**src/rtl/legv8_mem_pkg.sv**
```systemverilog
// Shared types for the data-RAM initiator: access size codes, FSM states and the latched request.
package legv8_mem_pkg;

   localparam int DEPTH_DEF = 32;

   typedef enum logic [1:0] {SZ_B = 2'd0, SZ_H = 2'd1, SZ_W = 2'd2, SZ_D = 2'd3} size_e;

   typedef enum logic [1:0] {ST_IDLE, ST_RD, ST_WR, ST_RSP} state_e;

   typedef struct packed {
      logic        write;
      size_e       size;
      logic        sgn;
      logic [63:0] addr;
      logic [63:0] wdata;
   } req_t;

   // Natural alignment: the low address bits covered by the access size must be zero.
   function automatic logic misaligned(input logic [2:0] off, input size_e sz);
      case (sz)
         SZ_B:    misaligned = 1'b0;
         SZ_H:    misaligned = off[0];
         SZ_W:    misaligned = |off[1:0];
         default: misaligned = |off;
      endcase
   endfunction

endpackage

```
**src/rtl/mem_access_unit_if.sv**
```systemverilog
// CPU request/response handshake plus data-RAM strobes, bundled for the access unit.
interface mem_access_unit_if;
   logic        req_valid;
   logic        req_ready;
   logic        req_write;
   logic [1:0]  req_size;
   logic        req_signed;
   logic [63:0] req_addr;
   logic [63:0] req_wdata;
   logic        rsp_valid;
   logic [63:0] rsp_rdata;
   logic        rsp_error;
   logic [63:0] mem_address;
   logic        mem_read_en;
   logic        mem_write_en;
   logic [63:0] mem_data_in;
   logic [63:0] mem_out;

   modport slave (
      input  req_valid, req_write, req_size, req_signed, req_addr, req_wdata, mem_out,
      output req_ready, rsp_valid, rsp_rdata, rsp_error,
             mem_address, mem_read_en, mem_write_en, mem_data_in
   );

   modport master (
      output req_valid, req_write, req_size, req_signed, req_addr, req_wdata, mem_out,
      input  req_ready, rsp_valid, rsp_rdata, rsp_error,
             mem_address, mem_read_en, mem_write_en, mem_data_in
   );
endinterface

```
**src/rtl/mem_lane_align.sv**
```systemverilog
// Little-endian lane handling: extract/extend a load from a RAM word, merge store bytes into it.
module mem_lane_align
   import legv8_mem_pkg::*;
(
   input  logic [63:0] ram_word,
   input  logic [63:0] wdata,
   input  logic [2:0]  off,
   input  size_e       size,
   input  logic        sgn,
   output logic [63:0] ld_data,
   output logic [63:0] st_word
);

   logic [63:0] sh;
   logic [63:0] wsh;
   logic [7:0]  be;
   logic [7:0]  be_sh;

   assign sh    = ram_word >> {off, 3'b000};
   assign wsh   = wdata << {off, 3'b000};
   assign be_sh = be << off;

   always_comb begin
      ld_data = sh;
      be      = 8'hFF;
      case (size)
         SZ_B: begin
            ld_data = {{56{sgn & sh[7]}}, sh[7:0]};
            be      = 8'h01;
         end
         SZ_H: begin
            ld_data = {{48{sgn & sh[15]}}, sh[15:0]};
            be      = 8'h03;
         end
         SZ_W: begin
            ld_data = {{32{sgn & sh[31]}}, sh[31:0]};
            be      = 8'h0F;
         end
         default: begin
            ld_data = sh;
            be      = 8'hFF;
         end
      endcase
   end

   // Offsets are already aligned, so the shifted enable never spills past byte 7.
   for (genvar i = 0; i < 8; i++) begin : g_lane
      assign st_word[8*i +: 8] = be_sh[i] ? wsh[8*i +: 8] : ram_word[8*i +: 8];
   end

endmodule

```
**src/rtl/mem_access_unit.sv**
```systemverilog
// Data-RAM initiator: one access at a time, read-modify-write for sub-dword stores, error flagging.
module mem_access_unit
   import legv8_mem_pkg::*;
#(
   parameter int DATA_W  = 64,
   parameter int DEPTH   = DEPTH_DEF,
   parameter int RD_WAIT = 0
) (
   input logic              clk,
   input logic              rst_n,
   mem_access_unit_if.slave bus
);

   localparam int CW = (RD_WAIT > 0) ? $clog2(RD_WAIT + 1) : 1;

   state_e              state_q, state_d;
   req_t                req_q, req_d;
   logic [CW-1:0]       cnt_q, cnt_d;
   logic                ready_q, ready_d;
   logic                rsp_valid_q, rsp_valid_d;
   logic                rsp_error_q, rsp_error_d;
   logic [DATA_W-1:0]   rsp_rdata_q, rsp_rdata_d;
   logic                rd_en_q, rd_en_d;
   logic                wr_en_q, wr_en_d;
   logic [DATA_W-1:0]   din_q, din_d;

   req_t                req_in;
   logic                req_err;
   logic [DATA_W-1:0]   ld_data;
   logic [DATA_W-1:0]   st_word;

   assign req_in  = '{write: bus.req_write, size: size_e'(bus.req_size), sgn: bus.req_signed,
                      addr: bus.req_addr, wdata: bus.req_wdata};
   assign req_err = misaligned(bus.req_addr[2:0], size_e'(bus.req_size)) ||
                    (bus.req_addr[63:3] >= 61'(DEPTH));

   mem_lane_align u_align (
      .ram_word (bus.mem_out),
      .wdata    (req_q.wdata),
      .off      (req_q.addr[2:0]),
      .size     (req_q.size),
      .sgn      (req_q.sgn),
      .ld_data  (ld_data),
      .st_word  (st_word)
   );

   always_comb begin
      state_d     = state_q;
      req_d       = req_q;
      cnt_d       = cnt_q;
      rsp_valid_d = 1'b0;
      rsp_error_d = rsp_error_q;
      rsp_rdata_d = rsp_rdata_q;
      rd_en_d     = 1'b0;
      wr_en_d     = 1'b0;
      din_d       = din_q;
      case (state_q)
         ST_IDLE: if (bus.req_valid && ready_q) begin
            req_d = req_in;
            if (req_err) begin
               state_d     = ST_RSP;
               rsp_valid_d = 1'b1;
               rsp_error_d = 1'b1;
               rsp_rdata_d = '0;
            end else if (bus.req_write && size_e'(bus.req_size) == SZ_D) begin
               state_d = ST_WR;
               wr_en_d = 1'b1;
               din_d   = bus.req_wdata;
            end else begin
               state_d = ST_RD;
               rd_en_d = 1'b1;
               cnt_d   = '0;
            end
         end
         // mem_out is taken on the edge that ends the last read cycle.
         ST_RD: if (cnt_q == CW'(RD_WAIT)) begin
            if (req_q.write) begin
               state_d = ST_WR;
               wr_en_d = 1'b1;
               din_d   = st_word;
            end else begin
               state_d     = ST_RSP;
               rsp_valid_d = 1'b1;
               rsp_error_d = 1'b0;
               rsp_rdata_d = ld_data;
            end
         end else begin
            cnt_d   = cnt_q + 1'b1;
            rd_en_d = 1'b1;
         end
         ST_WR: begin
            state_d     = ST_RSP;
            rsp_valid_d = 1'b1;
            rsp_error_d = 1'b0;
            rsp_rdata_d = '0;
         end
         default: state_d = ST_IDLE;
      endcase
      ready_d = (state_d == ST_IDLE);
   end

   always_ff @(posedge clk or negedge rst_n) begin
      if (!rst_n) begin
         state_q     <= ST_IDLE;
         req_q       <= '0;
         cnt_q       <= '0;
         ready_q     <= 1'b1;
         rsp_valid_q <= 1'b0;
         rsp_error_q <= 1'b0;
         rsp_rdata_q <= '0;
         rd_en_q     <= 1'b0;
         wr_en_q     <= 1'b0;
         din_q       <= '0;
      end else begin
         state_q     <= state_d;
         req_q       <= req_d;
         cnt_q       <= cnt_d;
         ready_q     <= ready_d;
         rsp_valid_q <= rsp_valid_d;
         rsp_error_q <= rsp_error_d;
         rsp_rdata_q <= rsp_rdata_d;
         rd_en_q     <= rd_en_d;
         wr_en_q     <= wr_en_d;
         din_q       <= din_d;
      end
   end

   assign bus.req_ready    = ready_q;
   assign bus.rsp_valid    = rsp_valid_q;
   assign bus.rsp_error    = rsp_error_q;
   assign bus.rsp_rdata    = rsp_rdata_q;
   assign bus.mem_read_en  = rd_en_q;
   assign bus.mem_write_en = wr_en_q;
   assign bus.mem_data_in  = din_q;
   assign bus.mem_address  = {3'b000, req_q.addr[63:3]};

endmodule

```
**src/flat_wrapper.sv**
```systemverilog
// flat-port wrapper written by rule: the top's interface ports become plain ports
module mem_access_unit_flat import legv8_mem_pkg::*;
#(
   parameter int DATA_W  = 64,
   parameter int DEPTH   = DEPTH_DEF,
   parameter int RD_WAIT = 0
)
  (clk, rst_n, bus_req_valid, bus_req_write, bus_req_size, bus_req_signed, bus_req_addr, bus_req_wdata, bus_mem_out, bus_req_ready, bus_rsp_valid, bus_rsp_rdata, bus_rsp_error, bus_mem_address, bus_mem_read_en, bus_mem_write_en, bus_mem_data_in);
  mem_access_unit_if bus_i ();
  input logic clk;
  input logic rst_n;
  input wire logic [$bits(bus_i.req_valid)-1:0] bus_req_valid;
  input wire logic [$bits(bus_i.req_write)-1:0] bus_req_write;
  input wire logic [$bits(bus_i.req_size)-1:0] bus_req_size;
  input wire logic [$bits(bus_i.req_signed)-1:0] bus_req_signed;
  input wire logic [$bits(bus_i.req_addr)-1:0] bus_req_addr;
  input wire logic [$bits(bus_i.req_wdata)-1:0] bus_req_wdata;
  input wire logic [$bits(bus_i.mem_out)-1:0] bus_mem_out;
  output wire logic [$bits(bus_i.req_ready)-1:0] bus_req_ready;
  output wire logic [$bits(bus_i.rsp_valid)-1:0] bus_rsp_valid;
  output wire logic [$bits(bus_i.rsp_rdata)-1:0] bus_rsp_rdata;
  output wire logic [$bits(bus_i.rsp_error)-1:0] bus_rsp_error;
  output wire logic [$bits(bus_i.mem_address)-1:0] bus_mem_address;
  output wire logic [$bits(bus_i.mem_read_en)-1:0] bus_mem_read_en;
  output wire logic [$bits(bus_i.mem_write_en)-1:0] bus_mem_write_en;
  output wire logic [$bits(bus_i.mem_data_in)-1:0] bus_mem_data_in;
  assign bus_i.req_valid = bus_req_valid;
  assign bus_i.req_write = bus_req_write;
  assign bus_i.req_size = bus_req_size;
  assign bus_i.req_signed = bus_req_signed;
  assign bus_i.req_addr = bus_req_addr;
  assign bus_i.req_wdata = bus_req_wdata;
  assign bus_i.mem_out = bus_mem_out;
  assign bus_req_ready = bus_i.req_ready;
  assign bus_rsp_valid = bus_i.rsp_valid;
  assign bus_rsp_rdata = bus_i.rsp_rdata;
  assign bus_rsp_error = bus_i.rsp_error;
  assign bus_mem_address = bus_i.mem_address;
  assign bus_mem_read_en = bus_i.mem_read_en;
  assign bus_mem_write_en = bus_i.mem_write_en;
  assign bus_mem_data_in = bus_i.mem_data_in;
  mem_access_unit #(.DATA_W(DATA_W), .DEPTH(DEPTH), .RD_WAIT(RD_WAIT)) u_core (.clk(clk), .rst_n(rst_n), .bus(bus_i));
endmodule
```
**config.mk**
```make
export PLATFORM = sky130hd
export DESIGN_NAME = mem_access_unit_flat
export DESIGN_NICKNAME = d
export VERILOG_FILES = /design/src/rtl/legv8_mem_pkg.sv /design/src/rtl/mem_access_unit_if.sv /design/src/rtl/mem_lane_align.sv /design/src/rtl/mem_access_unit.sv /design/src/flat_wrapper.sv
export SDC_FILE = /design/constraint.sdc
export NUM_CORES = 1
export LEC_CHECK = 0
export ABC_CLOCK_PERIOD_IN_PS = 4500
export BUFFER_PORTS_ARGS = -buffer_cell sky130_fd_sc_hd__buf_4
export CAP_MARGIN = 25
export CELL_PAD_IN_SITES_DETAIL_PLACEMENT = 2
export CELL_PAD_IN_SITES_GLOBAL_PLACEMENT = 2
export CORE_MARGIN = 10
export CORE_UTILIZATION = 36
export CTS_BUF_LIST = sky130_fd_sc_hd__clkbuf_8
export DETAILED_ROUTE_END_ITERATION = 10
export PLACE_DENSITY_LB_ADDON = 0.1
export SLEW_MARGIN = 5
export SYNTH_ARGS = -nofsm -noshare
export SYNTH_HDL_FRONTEND = slang
export SYNTH_SLANG_ARGS = --single-unit
```
**constraint.sdc**
```tcl
create_clock -name clk -period 4.5 [get_ports clk]
set_input_delay 0.9 -clock clk [delete_from_list [all_inputs] [get_ports clk]]
set_output_delay 0.9 -clock clk [all_outputs]
set_load 0.01 [all_outputs]
```
==> results.txt <==
Worst Setup End Kind = flop
Initial Util = 36.4%
P&R area growth vs syn = 25.0%
Sw Ratio = 46.1%
cts hold-fix bufs = 0
Sw Pwr = 7.14 mW
DIE WIDTH = 226 um
IO buf count = 392
Yosys warnings = 0
final setup violation count = 0
Cells after Synth = 1543
combinational share of power = 55.7%
DRT Pass-1 Iters = 5
EDFF count, synth = 0
worst-path fanout max = 39
Sink Count = 267
clock skew = 0.0328 ns
Syn Area/Cell = 9.88 um^2
max-cap viol count = 0
leading cell types in the layout, fill and taps excluded = buf_4, dfrtp_1, mux2_2, o21ai_0, nand2_1
post-route clock period utilization = 72.3%
CTS tree = done
drt total wl = 70400 um
post-DP HPWL = 54700 um
CTS buffer count = 48
min Tclk post-route = 3.26 ns
die height = 226 um
Layout Nets = 2033
Rows = 75
Initial DRC Count = 1011
DR WL/cell = 29.3 um
ys async rst share = 100%
Filler cells = 4519
initial antenna violation count = 3
reg2reg setup slack = 1.24 ns
global-route wire length before repair = 102000 um
Via density = 5.73
Ports = 396
Crit path arrival time = 3.84 ns
Cell Int Power = 8.33 mW
Tot Pwr = 15.5 mW
Leakage = 8.72 nW
CTS Buffer Depth = 3
crit start category = flop
Hold Path Class = input pin to asynchronous set/reset pin
CTS Root Cell = clkbuf_8
critical path's slowest cell = dfrtp_2
Global Route Usage Sum = 26.9%
htree depth = 2
largest net degree at the start of global routing = 95
via count = 13.8k
post_cts resized = 0
clock-pin slew on the worst setup and hold paths = 0.06 ns
post-synthesis sequential area ratio = 43.8%
commonest non-fill, non-tap cell in the layout = buf_4
DRC = 0
Peak Freq = 307 MHz
Max-Slew Margin vs Limit = 30.7%
post-route antenna net violation count = 0
Largest stage delay, worst path = 0.86 ns
post-synthesis cell type count = 57
Post-Syn Area = 0.0152 mm^2
sequential share of power = 30.1%
top post-synthesis cells by area = dfrtp_1, mux2_2, mux2i_1, o21ai_0, buf_4
Req. time, crit path = 5.08 ns
Die Area = 0.0510 mm^2
fin. max-slew vios = 0
PD cells = 811 mW/mm^2
CP Class = flop to flop
Yosys top cell area share = 43.7%
post-CTS setup buffer count = 0
Max IR drop VDD = 0.000370 V
clock network fraction of total power = 14.2%
vias in the first global route = 14.9k
biggest area consumer among synthesized cells = dfrtp_1
final hold vios = 0
core area = 0.0419 mm^2
gr ovfl total = 0
critical path cell sequence = buf_4, or2_2, o22ai_1, nor2_1, nand3_1, o21ai_0, a22o_1
layout cell share with drive strength beyond 1 = 37.0%
main flop type after synthesis = dfrtp_1
RD Place Congestion = 0.929
Clk Latency, worst-skew pair = 0.65 ns
post-route setup TNS = 0 ns
worst-margin pin slew = 1.04 ns
Seq cells post-synth = 267
outcome = finished, final reports clean
unrepaired setup endpoints after global routing = false
[power by group through the flow]
stage | logic [mW] | clock network [mW] | registers [mW]
3_3_place_gp | 8.34 | 0 | 4.59
2_1_floorplan | 5.43 | 0 | 4.36
5_1_grt | 9.28 | 2.37 | 4.78
6_report | 8.62 | 2.19 | 4.66
3_5_place_dp | 8.57 | 0 | 4.67
4_1_cts | 8.64 | 2.25 | 4.64
[cell type report]
class | count | area (um^2) | share of cell area [%]
clock buffer | 56 | 771 | 4.04
inverter | 24 | 90.1 | 0.472
antenna | 2 | 5.00 | 0.0262
sequential | 267 | 6690 | 35.1
timing repair buffer | 425 | 3250 | 17.0
tap | 539 | 674 | 3.54
clock inverter | 27 | 115 | 0.604
multi-input combinational | 1064 | 7470 | 39.2
[synthesized netlist by cell type (18+ instances only)]
master / instances
inv_1: 24
mux2i_1: 81
clkbuf_1: 58
o22ai_1: 20
a22o_1: 41
a21oi_1: 110
mux2_2: 168
a31oi_1: 18
nand3_1: 18
nand2b_1: 27
buf_4: 74
nand2_1: 126
dfrtp_1: 266
a211oi_1: 31
nor2_1: 96
o21ai_0: 144
buf_2: 40
[metal layers]
layer	up-vias	global-route usage, %	share of wire, %
met5	-	0	0.016
met4	2	9.24	3.1
met3	94	5.29	5.9
met2	436	45.9	49
met1	7148	33.3	42
li1	6092	-	-
[path summary, 6_finish.rpt]
path                                               from                                     end  cells after the start
max in group asynchronous                         rst_n  u_core.bus.mem_address[31]$_DFFE_PN0P_                      2
setup / recovery           u_core.req_q[66]$_DFFE_PN0P_     u_core.bus.rsp_rdata[9]$_DFFE_PN0P_                      7
hold reg to reg            u_core.req_q[49]$_DFFE_PN0P_            u_core.req_q[49]$_DFFE_PN0P_                      2
hold / removal                                    rst_n   u_core.bus.mem_address[3]$_DFFE_PN0P_                      1
min in group clk                        bus_req_addr[5]   u_core.bus.mem_address[2]$_DFFE_PN0P_                      2
setup reg to reg           u_core.req_q[66]$_DFFE_PN0P_     u_core.bus.rsp_rdata[9]$_DFFE_PN0P_                      7
[worst max-delay path: cells and delay by family, from the launching register on]
kind,cells,cell delay [ns]
flops,1,0.86
simple gates,3,1.27
compound gates,3,0.62
buf+inv,1,0.41
[state kept, by name, indices dropped and copies added (netlist names)]
signal and flops:
u_core.bus.rsp_error 1, u_core.bus.mem_read_en 1, u_core.state_q 2, u_core.bus.req_ready 1, u_core.bus.rsp_rdata 64, u_core.req_q 71, u_core.bus.mem_data_in 64, u_core.bus.mem_address 61
u_core.bus.mem_write_en 1, u_core.bus.rsp_valid 1
[through the flow]
step	instances	hold slack (ns)	util [%]	setup slack, ns	cell area (um^2)
final	2404	0.249	45.5	1.24	19100
after global routing	2404	0.306	45.5	1.15	19100
after CTS	2402	0.283	45.4	1.30	19100
after detailed placement	2319	0.468	43.3	0.744	18200
after global placement	2319	0.458	43.3	0.767	18200
after floorplan	1545	0.446	-	1.92	15300
[cells by family after synthesis]
kind of cell    share of synthesized area, %
compound gates                          19.6
mux                                     18.9
fa+ha+maj                              0.328
flops                                   43.8
buf+inv                                 7.48
simple gates                            9.81
other cells                           0.0246
Power figures use the tool's default switching activity.
